<file path="config.mk">
export PLATFORM = sky130hd
export DESIGN_NAME = spi_shift_flat
export DESIGN_NICKNAME = d
export VERILOG_FILES = /design/src/rtl/spi_shift_pkg.sv /design/src/rtl/spi_shift_if.sv /design/src/rtl/spi_shift.sv /design/src/flat_wrapper.sv
export SDC_FILE = /design/constraint.sdc
export NUM_CORES = 1
export LEC_CHECK = 0
export ABC_AREA = 1
export ABC_CLOCK_PERIOD_IN_PS = 2890
export CAP_MARGIN = 20
export CORE_ASPECT_RATIO = 1.5
export CORE_UTILIZATION = 45
export CTS_BUF_LIST = sky130_fd_sc_hd__clkbuf_4 sky130_fd_sc_hd__clkbuf_8 sky130_fd_sc_hd__clkbuf_16
export DETAILED_ROUTE_END_ITERATION = 8
export GPL_TIMING_DRIVEN = 0
export PLACE_DENSITY = 0.7
export SLEW_MARGIN = 0
export SYNTH_ARGS = -nofsm -noshare
export SYNTH_HDL_FRONTEND = slang
export SYNTH_SLANG_ARGS = --single-unit
export TNS_END_PERCENT = 30
</file>
<file path="constraint.sdc">
create_clock -name wb_clk -period 2.89 [get_ports wb_clk]
set_input_delay 0.578 -clock wb_clk [delete_from_list [all_inputs] [get_ports wb_clk]]
set_output_delay 0.578 -clock wb_clk [all_outputs]
set_load 0.005 [all_outputs]
</file>
<file path="src/rtl/spi_shift_pkg.sv">
// spi_pkg: sizes and state encoding shared by the SPI serial stage,
// the clock generator and the Wishbone front end.
package spi_pkg;
  localparam int MAX_CHAR = 32;
  localparam int LEN_W    = 5;
  localparam int BSEL_W   = MAX_CHAR / 8;

  typedef enum logic {
    SPI_IDLE  = 1'b0,
    SPI_SHIFT = 1'b1
  } spi_state_e;
endpackage

</file>
<file path="src/rtl/spi_shift_if.sv">
// spi_shift_if: control, strobe and data bundle of the SPI serial stage.
// master = control/clock side, slave = spi_shift.
interface spi_shift_if;
  import spi_pkg::*;

  logic              go;
  logic              latch;
  logic [BSEL_W-1:0] byte_sel;
  logic [MAX_CHAR-1:0] p_in;
  logic [LEN_W-1:0]  len;
  logic              lsb;
  logic              tx_negedge;
  logic              rx_negedge;
  logic              cpol_0;
  logic              cpol_1;
  logic              miso;
  logic              tip;
  logic              lstclk;
  logic              done;
  logic              mosi;
  logic [MAX_CHAR-1:0] p_out;

  modport master (
    output go, latch, byte_sel, p_in, len, lsb,
    output tx_negedge, rx_negedge, cpol_0, cpol_1, miso,
    input  tip, lstclk, done, mosi, p_out
  );

  modport slave (
    input  go, latch, byte_sel, p_in, len, lsb,
    input  tx_negedge, rx_negedge, cpol_0, cpol_1, miso,
    output tip, lstclk, done, mosi, p_out
  );
endinterface

</file>
<file path="src/rtl/spi_shift.sv">
// spi_shift: SPI data register, shifted out on mosi and refilled from miso.
// Define SPI_SHIFT_LSB_EN to honour lsb; otherwise always MSB first.
module spi_shift
  import spi_pkg::*;
(
  input logic        wb_clk,
  input logic        wb_reset_n,
  spi_shift_if.slave bus
);

  localparam logic [LEN_W:0] ONE  = (LEN_W+1)'(1);
  localparam logic [LEN_W:0] ZERO = (LEN_W+1)'(0);
  localparam logic [LEN_W:0] FULL = (LEN_W+1)'(MAX_CHAR);

  spi_state_e          r_state;
  logic [MAX_CHAR-1:0] r_data;
  logic [MAX_CHAR-1:0] w_merged;
  logic [LEN_W:0]      r_len;
  logic [LEN_W:0]      r_tx_cnt;
  logic [LEN_W:0]      r_rx_cnt;
  logic [LEN_W:0]      w_len;
  logic                r_txn;
  logic                r_rxn;
  logic                r_mosi;
  logic                r_done;
  logic                w_tip;
  logic                w_tx_clk;
  logic                w_rx_clk;
  logic                w_lsb_go;
  logic                w_lsb_run;

  function automatic logic [LEN_W-1:0] bit_idx(
    input logic [LEN_W:0] c,
    input logic [LEN_W:0] l,
    input logic           lsb_first
  );
    logic [LEN_W:0] t;
    t = lsb_first ? c : (l - c - ONE);
    return t[LEN_W-1:0];
  endfunction

`ifdef SPI_SHIFT_LSB_EN
  logic r_lsb;

  always_ff @(posedge wb_clk) begin
    if (!wb_reset_n)
      r_lsb <= 1'b0;
    else if (!w_tip && bus.go)
      r_lsb <= bus.lsb;
  end

  assign w_lsb_go  = bus.lsb;
  assign w_lsb_run = r_lsb;
`else
  assign w_lsb_go  = 1'b0;
  assign w_lsb_run = 1'b0;
`endif

  assign w_len    = (bus.len == '0) ? FULL : {1'b0, bus.len};
  assign w_tip    = (r_state == SPI_SHIFT);
  assign w_tx_clk = r_txn ? bus.cpol_1 : bus.cpol_0;
  assign w_rx_clk = r_rxn ? bus.cpol_1 : bus.cpol_0;

  // Byte-enable merge; the preloaded first bit comes from this view.
  always_comb begin
    w_merged = r_data;
    for (int b = 0; b < BSEL_W; b++)
      if (bus.latch && bus.byte_sel[b])
        w_merged[b*8 +: 8] = bus.p_in[b*8 +: 8];
  end

  always_ff @(posedge wb_clk) begin
    if (!wb_reset_n) begin
      r_state  <= SPI_IDLE;
      r_data   <= '0;
      r_len    <= ZERO;
      r_tx_cnt <= ZERO;
      r_rx_cnt <= ZERO;
      r_txn    <= 1'b0;
      r_rxn    <= 1'b0;
      r_mosi   <= 1'b0;
      r_done   <= 1'b0;
    end else begin
      r_done <= 1'b0;
      unique case (r_state)
        SPI_IDLE: begin
          r_data <= w_merged;
          if (bus.go) begin
            r_state  <= SPI_SHIFT;
            r_len    <= w_len;
            r_txn    <= bus.tx_negedge;
            r_rxn    <= bus.rx_negedge;
            r_rx_cnt <= ZERO;
            if (bus.tx_negedge) begin
              r_mosi   <= w_merged[bit_idx(ZERO, w_len, w_lsb_go)];
              r_tx_cnt <= ONE;
            end else begin
              r_tx_cnt <= ZERO;
            end
          end
        end
        SPI_SHIFT: begin
          if (w_tx_clk && (r_tx_cnt < r_len)) begin
            r_mosi   <= r_data[bit_idx(r_tx_cnt, r_len, w_lsb_run)];
            r_tx_cnt <= r_tx_cnt + ONE;
          end
          if (w_rx_clk) begin
            r_data[bit_idx(r_rx_cnt, r_len, w_lsb_run)] <= bus.miso;
            // Final sample: counter clears override the tx increment.
            if (r_rx_cnt == r_len - ONE) begin
              r_state  <= SPI_IDLE;
              r_done   <= 1'b1;
              r_tx_cnt <= ZERO;
              r_rx_cnt <= ZERO;
            end else begin
              r_rx_cnt <= r_rx_cnt + ONE;
            end
          end
        end
        default: r_state <= SPI_IDLE;
      endcase
    end
  end

  assign bus.tip    = w_tip;
  assign bus.lstclk = w_tip && (r_tx_cnt == r_len);
  assign bus.done   = r_done;
  assign bus.mosi   = r_mosi;
  assign bus.p_out  = r_data;

endmodule

</file>
<file path="src/flat_wrapper.sv">
// flat-port wrapper written by rule: the top's interface ports become plain ports
module spi_shift_flat import spi_pkg::*;
  (wb_clk, wb_reset_n, bus_go, bus_latch, bus_byte_sel, bus_p_in, bus_len, bus_lsb, bus_tx_negedge, bus_rx_negedge, bus_cpol_0, bus_cpol_1, bus_miso, bus_tip, bus_lstclk, bus_done, bus_mosi, bus_p_out);
  spi_shift_if bus_i ();
  input logic wb_clk;
  input logic wb_reset_n;
  input wire logic [$bits(bus_i.go)-1:0] bus_go;
  input wire logic [$bits(bus_i.latch)-1:0] bus_latch;
  input wire logic [$bits(bus_i.byte_sel)-1:0] bus_byte_sel;
  input wire logic [$bits(bus_i.p_in)-1:0] bus_p_in;
  input wire logic [$bits(bus_i.len)-1:0] bus_len;
  input wire logic [$bits(bus_i.lsb)-1:0] bus_lsb;
  input wire logic [$bits(bus_i.tx_negedge)-1:0] bus_tx_negedge;
  input wire logic [$bits(bus_i.rx_negedge)-1:0] bus_rx_negedge;
  input wire logic [$bits(bus_i.cpol_0)-1:0] bus_cpol_0;
  input wire logic [$bits(bus_i.cpol_1)-1:0] bus_cpol_1;
  input wire logic [$bits(bus_i.miso)-1:0] bus_miso;
  output wire logic [$bits(bus_i.tip)-1:0] bus_tip;
  output wire logic [$bits(bus_i.lstclk)-1:0] bus_lstclk;
  output wire logic [$bits(bus_i.done)-1:0] bus_done;
  output wire logic [$bits(bus_i.mosi)-1:0] bus_mosi;
  output wire logic [$bits(bus_i.p_out)-1:0] bus_p_out;
  assign bus_i.go = bus_go;
  assign bus_i.latch = bus_latch;
  assign bus_i.byte_sel = bus_byte_sel;
  assign bus_i.p_in = bus_p_in;
  assign bus_i.len = bus_len;
  assign bus_i.lsb = bus_lsb;
  assign bus_i.tx_negedge = bus_tx_negedge;
  assign bus_i.rx_negedge = bus_rx_negedge;
  assign bus_i.cpol_0 = bus_cpol_0;
  assign bus_i.cpol_1 = bus_cpol_1;
  assign bus_i.miso = bus_miso;
  assign bus_tip = bus_i.tip;
  assign bus_lstclk = bus_i.lstclk;
  assign bus_done = bus_i.done;
  assign bus_mosi = bus_i.mosi;
  assign bus_p_out = bus_i.p_out;
  spi_shift u_core (.wb_clk(wb_clk), .wb_reset_n(wb_reset_n), .bus(bus_i));
endmodule
</file>
==> metrics.md, run 1 <==
| Metric | Value |
|---|---|
| Status | completed |
| Max Slew Vio Count | 0 |
| Gr ovfl total | 0 |
| Ys Warns | 0 |
| CTS sink cnt | 55 |
| Clock Tree Root | clkbuf_16 |
| CP Class | flip-flop to primary output |
| Post-CTS setup buffer count | 0 |
| Flops & latches, synth | 55 |
| Post-DP Area | 5786 sq um |
| Die ar. | about 11000 sq um |
| Slew @ Worst Pin | roughly 680 ps |
| I/O pin total | 87 |
| Max Clk Rate | 350.2 MHz |
| Most frequent cells after synthesis | 236 x nand2_1, 197 x nand3_1, 94 x inv_1 |
| Main flop type after synthesis | dfxtp_1 |
| Final #Nets | 967 |
| Initial antenna violation count | 0 |
| CTS clk-pin slew, worst paths | 80 ps |
| Relative slew slack | a little over half |
| First-pass GRT wire length | 28820 microns |
| Syn Std Cell Area | roughly 4800 sq um |
| Type of the tightest min-delay check | flip-flop to flip-flop |
| Post-Layout Inst Area | 5977 sq um |
| Number of synthesized flops with an enable pin | 0 |
| Drt via density | 5.697 |
| Placed insts | between 1000 and 1500 |
| WP data arrival | around 2300 ps |
| Average size of a mapped cell | 5.893 sq um |
| PD cells | 440.5 nW/um^2 |
| Syn Inst Count | 810 |
| Clk_lat worst skew | roughly 310 ps |
| CP required | 2310 ps |
| Fraction of registers with async set/reset | 0% |
| Peak supply drop | around 230 uV |
| Max-Cap Viols | 0 |
| Yosys top cell by area | dfxtp_1 |
| Final Cycle Share | 98.81% |
| Routability Congestion | ~0.96 |
| Syn nets | 879 |
| Crit-path max FO | 19 |
| Cell variety after synth | 34 |
| Hold Buf Count CTS | 0 |
| CP max stage cell | clkdlybuf4s50_1 |
| CP Capture Type | primary output |
| Largest stage delay, worst path | 540 ps |
| Hold Fails Final Rpt | 0 |
| PortBufs | 82 |
| P&R area growth vs syn | 25.22% |
| Site Rows | 45 |
| Share of the synthesized area in the top cell type | 23.07% |
| Detail Placement HPWL | 14340 microns |
| Share of cells above drive strength 1 | 5.673% |
| RSZ-0062 raised after global routing | true |
| Final Setup Violations | 0 |
| First-pass DRT Iterations | 7 |
| Die width | 86.09 microns |
| Vias | 5925 |
| DR DRC count | 0 |
| WL/cell | approximately 18 microns |
| Top-count cell post-synth | nand2_1 |
| Diode count | 0 |
| DRT iter0 DRCs | 519 |
| Starting Density | between 40 and 50% |
| Max Root-Sink Buffers | 2 |
| ANT nets after route | 0 |
| Worst Setup Start Kind | flip-flop |
| CTS buffer count | 5 |
| Die height | 128.1 microns |
| Layout Skew | just under 5 ps |
| Leakage | 2.849 nW |
| Top post-synthesis cells by area | dfxtp_1 23%, nand3_1 21%, nand2_1 19% |
| TritonCTS clock tree | yes |
| Vias in the first global route | around 5700 |
| Setup_tns | 0 ps |
| Layout Cells excl Fill | 1040 |
| Internal reg-to-reg setup slack | 150 ps |
| Largest net degree at the start of global routing | 20 |
| GRT Overall Usage | around a third |
| DRT Wirelength | 18670 microns |
| H-tree depth | 2 |
| Post-Route Hold Slack | just under 500 ps |
| Min Tclk post-route | 2856 ps |
| Core Footprint | 10190 sq um |
| Worst path cell trace | clkbuf_1 -> clkbuf_4 -> nand3_1 -> nor3_1 -> clkdlybuf4s50_1 |
| Seq/Total Area, Yosys | 23.07% |
[placed cells by master (no fill, tap or decap), types with 6 or more instances in the layout]
cell type and instances:
nand2_1 236, nand3_1 197, inv_1 94, clkdlybuf4s50_1 82, dfxtp_1 55, nand4_1 33
a21oi_1 27, nor2_1 26, o21ai_0 23, clkbuf_1 21, ha_1 15, xor2_1 12
or2_2 7, buf_4 6, nor3_1 6, buf_2 6
[critical path, delay by kind of cell, from the launching register on]
kind          cells  cell delay (ps)
buf+inv           3             1300
flops             1              340
simple gates      2              330
[worst paths after layout]
kind / from / to / depth (start not counted)
setup / recovery: u_core.bus.tip / bus_lstclk / 5
hold / removal: u_core.r_rx_cnt[3] / u_core.r_rx_cnt[3] / 2
setup reg to reg: u_core.r_len[0] / u_core.bus.p_out[29] / 11
hold reg to reg: u_core.r_rx_cnt[3] / u_core.r_rx_cnt[3] / 2
[per-stage QoR]
| step | utilization, % | setup WS (ps) | total power [mW] |
|---|---|---|---|
| 4_1_cts | 58.40 | 22.16 | 2.610 |
| 5_1_grt | 58.65 | -64.32 | 2.758 |
| 3_3_place_gp | 56.62 | -991.3 | 1.940 |
| 2_1_floorplan | - | 474.4 | 1.544 |
| 3_5_place_dp | 56.77 | -1010 | 1.959 |
| 6_report | 58.65 | 34.40 | 2.633 |
[cells by family after synthesis]
group           after synthesis  synth area share, %
buf+inv                     142                11.90
simple gates                516                49.12
flops                        55                23.07
fa+ha+maj                    18                5.033
xor+xnor                     22                4.509
compound gates               57                6.370
[layout make-up]
| cell class | count | area [sq um] |
|---|---|---|
| timing repair buffer | 84 | 835.8 |
| inverter | 98 | 369.1 |
| fill | 1050 | 4214 |
| tap | 141 | 176.4 |
| buffer | 41 | 200.2 |
| clock buffer | 5 | 125.1 |
| multi-input combinational | 613 | 3144 |
| clock inverter | 3 | 25.02 |
| sequential | 55 | 1101 |
[state kept, by name (all words and copies together), names as in the netlist]
register,cells
u_core.r_txn,1
u_core.bus.tip,1
u_core.r_tx_cnt,6
u_core.bus.done,1
u_core.r_len,6
u_core.bus.p_out,32
u_core.bus.mosi,1
u_core.r_rxn,1
u_core.r_rx_cnt,6
[power breakdown]
part | total, mW | switching (mW) | internal (mW)
clock network | 0.647 | 0.321 | 0.326
registers | 0.850 | 0.0502 | 0.800
logic | 1.14 | 0.738 | 0.398
[repair_timing]
item | 4_1_cts | 5_1_grt
gates resized for setup | 10 | 5
setup endpoints to repair | 16 | 32
cloned | 0 | 0
[layer usage]
layer	track usage (%)	part of all wire [%]
met1	38.34	37
met2	62.84	51
met4	19.02	5.6
met5	0	0
met3	3.091	6.1
(Power assumes the default switching activity.)
==> run 2, diff against run 1 <==
- RECOVER_POWER: not set -> 25
==> run 2 against run 1 <==
Maximum frequency down 1.1%. Non-clock buffer count unchanged. Worst setup slack worse by 30 ps. Clock skew up 1.4 ps. Sequential share of layout area unchanged. Die area unchanged. Clock power about the same.
==> metrics.md, run 2 (synthesis gave the netlist of run 1 again) <==
| Metric | Value |
|---|---|
| DRT iter0 DRCs | 528 |
| Die width | 86.09 microns |
| Internal reg-to-reg setup slack | 160 ps |
| WP data arrival | 2310 ps |
| Type of the tightest min-delay check | flip-flop to flip-flop |
| Initial antenna violation count | 0 |
| Diode count | 0 |
| ANT nets after route | 0 |
| Placed insts | just over 1000 |
| WL/cell | between 15 and 20 microns |
| Vias in the first global route | 5680 |
| Hold Fails Final Rpt | 0 |
| First-pass DRT Iterations | 6 |
| Starting Density | 46.84% |
| Net Switching | 1.107 mW |
| TritonCTS clock tree | yes |
| Clock Power Share | approximately a quarter |
| Final Cycle Share | 99.86% |
| Die height | 128.1 microns |
| Gr ovfl total | 0 |
| Internal | 1.518 mW |
| CP required | 2310 ps |
| Slew @ Worst Pin | 681.0 ps |
| CP Capture Type | primary output |
| DR DRC count | 0 |
| Vias | a little under 6000 |
| Status | completed |
| Final setup margin | slightly above 4 ps |
| Leakage | 2.903 nW |
| Drt via density | 5.676 |
| Largest net degree at the start of global routing | 20 |
| Max Slew Vio Count | 0 |
| Final Setup Violations | 0 |
| Seq pwr share | 32.4% |
| Layout Skew | 6.348 ps |
| Crit-path max FO | 19 |
| CP Class | flip-flop to primary output |
| CTS sink cnt | 55 |
| Worst Setup Start Kind | flip-flop |
| Final #Nets | 967 |
| Peak supply drop | 231.1 uV |
| PortBufs | 82 |
| CTS buffer count | 5 |
| Crit path buf inv count | 3 |
| Most common cell after layout, fill and taps aside | nand2_1 |
| Max-Cap Viols | 0 |
| Area occupied by multi-input gates | approximately 3100 sq um |
| FILL cells | between 1000 and 1500 |
| Share of cells above drive strength 1 | 5.673% |
| Storage element area | 1101 sq um |
| DRT Wirelength | 18630 microns |
| Clock Tree Root | clkbuf_16 |
| Relative slew slack | 54.60% |
| Largest stage delay, worst path | around 540 ps |
| I/O pin total | 87 |
| CP max stage cell | clkdlybuf4s50_1 |
| PD cells | 439.2 nW/um^2 |
| Largest register FFs | 32 |
| Sw frac | between 40% and 50% |
| GRT Overall Usage | 34.31% |
| Detail Placement HPWL | 14340 microns |
| Routability Congestion | 0.9609 |
| CTS clk-pin slew, worst paths | 80 ps |
| RSZ-0062 raised after global routing | true |
| Site Rows | 45 |
| Logic pwr share | 43.0% |
| Clk_lat worst skew | 310 ps |
| H-tree depth | 2 |
| Max Root-Sink Buffers | 2 |
| Min Tclk post-route | a little under 3000 ps |
| Post-CTS setup buffer count | 0 |
| Most frequent cells in the layout | 236 x nand2_1, 197 x nand3_1, 94 x inv_1 |
| Worst path cell trace | clkbuf_1 -> clkbuf_4 -> nand3_1 -> nor3_1 -> clkdlybuf4s50_1 |
| Cell class contributing the biggest share of worst-path delay | buffers and inverters |
| Die ar. | ~11000 sq um |
| Layout Cells excl Fill | 1040 |
| Core Footprint | 10190 sq um |
| Max Clk Rate | 346.5 MHz |
| Hold Buf Count CTS | 0 |
| Worst slack, placed | -1010 ps |
| P&R area growth vs syn | 25.22% |
| First-pass GRT wire length | 28820 microns |
[run 2: cell types whose count changed in the layout (fill, tap and decap cells not counted), sizes merged]
| cell | before | now |
|---|---|---|
| clkdlybuf4s50 | 82 | 63 |
| dlygate4sd3 | 0 | 19 |
[run 2: power by group through the flow]
stage,registers (mW),clock network [mW],logic [mW]
after floorplan,0.854,0,0.690
after global placement,0.866,0,1.07
after detailed placement,0.867,0,1.09
after CTS,0.849,0.662,1.10
after global routing,0.855,0.681,1.22
final,0.850,0.648,1.13
[run 2: final timing paths]
| path | end | startpoint | depth (start not counted) |
|---|---|---|---|
| setup / recovery | bus_lstclk | u_core.bus.tip | 5 |
| hold / removal | u_core.r_rx_cnt[3] | u_core.r_rx_cnt[3] | 2 |
| setup reg to reg | u_core.bus.p_out[29] | u_core.r_len[0] | 11 |
| hold reg to reg | u_core.r_rx_cnt[3] | u_core.r_rx_cnt[3] | 2 |
[run 2: cell type report]
class / count / area share, %
clock inverter: 3 / 0.4187
inverter: 98 / 6.175
timing repair buffer: 84 / 13.98
tap: 141 / 2.952
clock buffer: 5 / 2.093
multi-input combinational: 613 / 52.61
buffer: 41 / 3.349
sequential: 55 / 18.42
[run 2: tightest hold or removal path, cell delays in order (launching register included)]
cell and delay [ps]:
dfxtp_1 330, nand2_1 60, a21oi_1 60
[run 2: per-layer routing]
layer,global-route usage (%),share of wire [%],wire length [microns],up-vias
met1,38.34,37,6967,2713
li1,-,-,-,2839
met4,19.02,5.3,981,0
met2,62.84,51,9566,286
met3,3.091,6.0,1113,65
met5,0,0,0,-
[run 2: stage by stage]
step                      setup TNS (ps)  hold WS, ps  utilization [%]  cell area (sq um)  power, mW
final                                  0        489.7            58.65               5977      2.625
after global routing              -64.32        524.7            58.65               5977      2.751
after CTS                              0        490.1            58.40               5952      2.610
after detailed placement           -1664        477.9            56.77               5786      1.959
after global placement             -3976        464.1            56.62               5771      1.940
after floorplan                        0        453.6                -               4773      1.544
[run 2: timing repair]
item,in CTS,in global routing
resized for setup,10,5
pin swaps,0,0
endpoints found under the hold margin,0,0
setup endpoints to repair,16,32
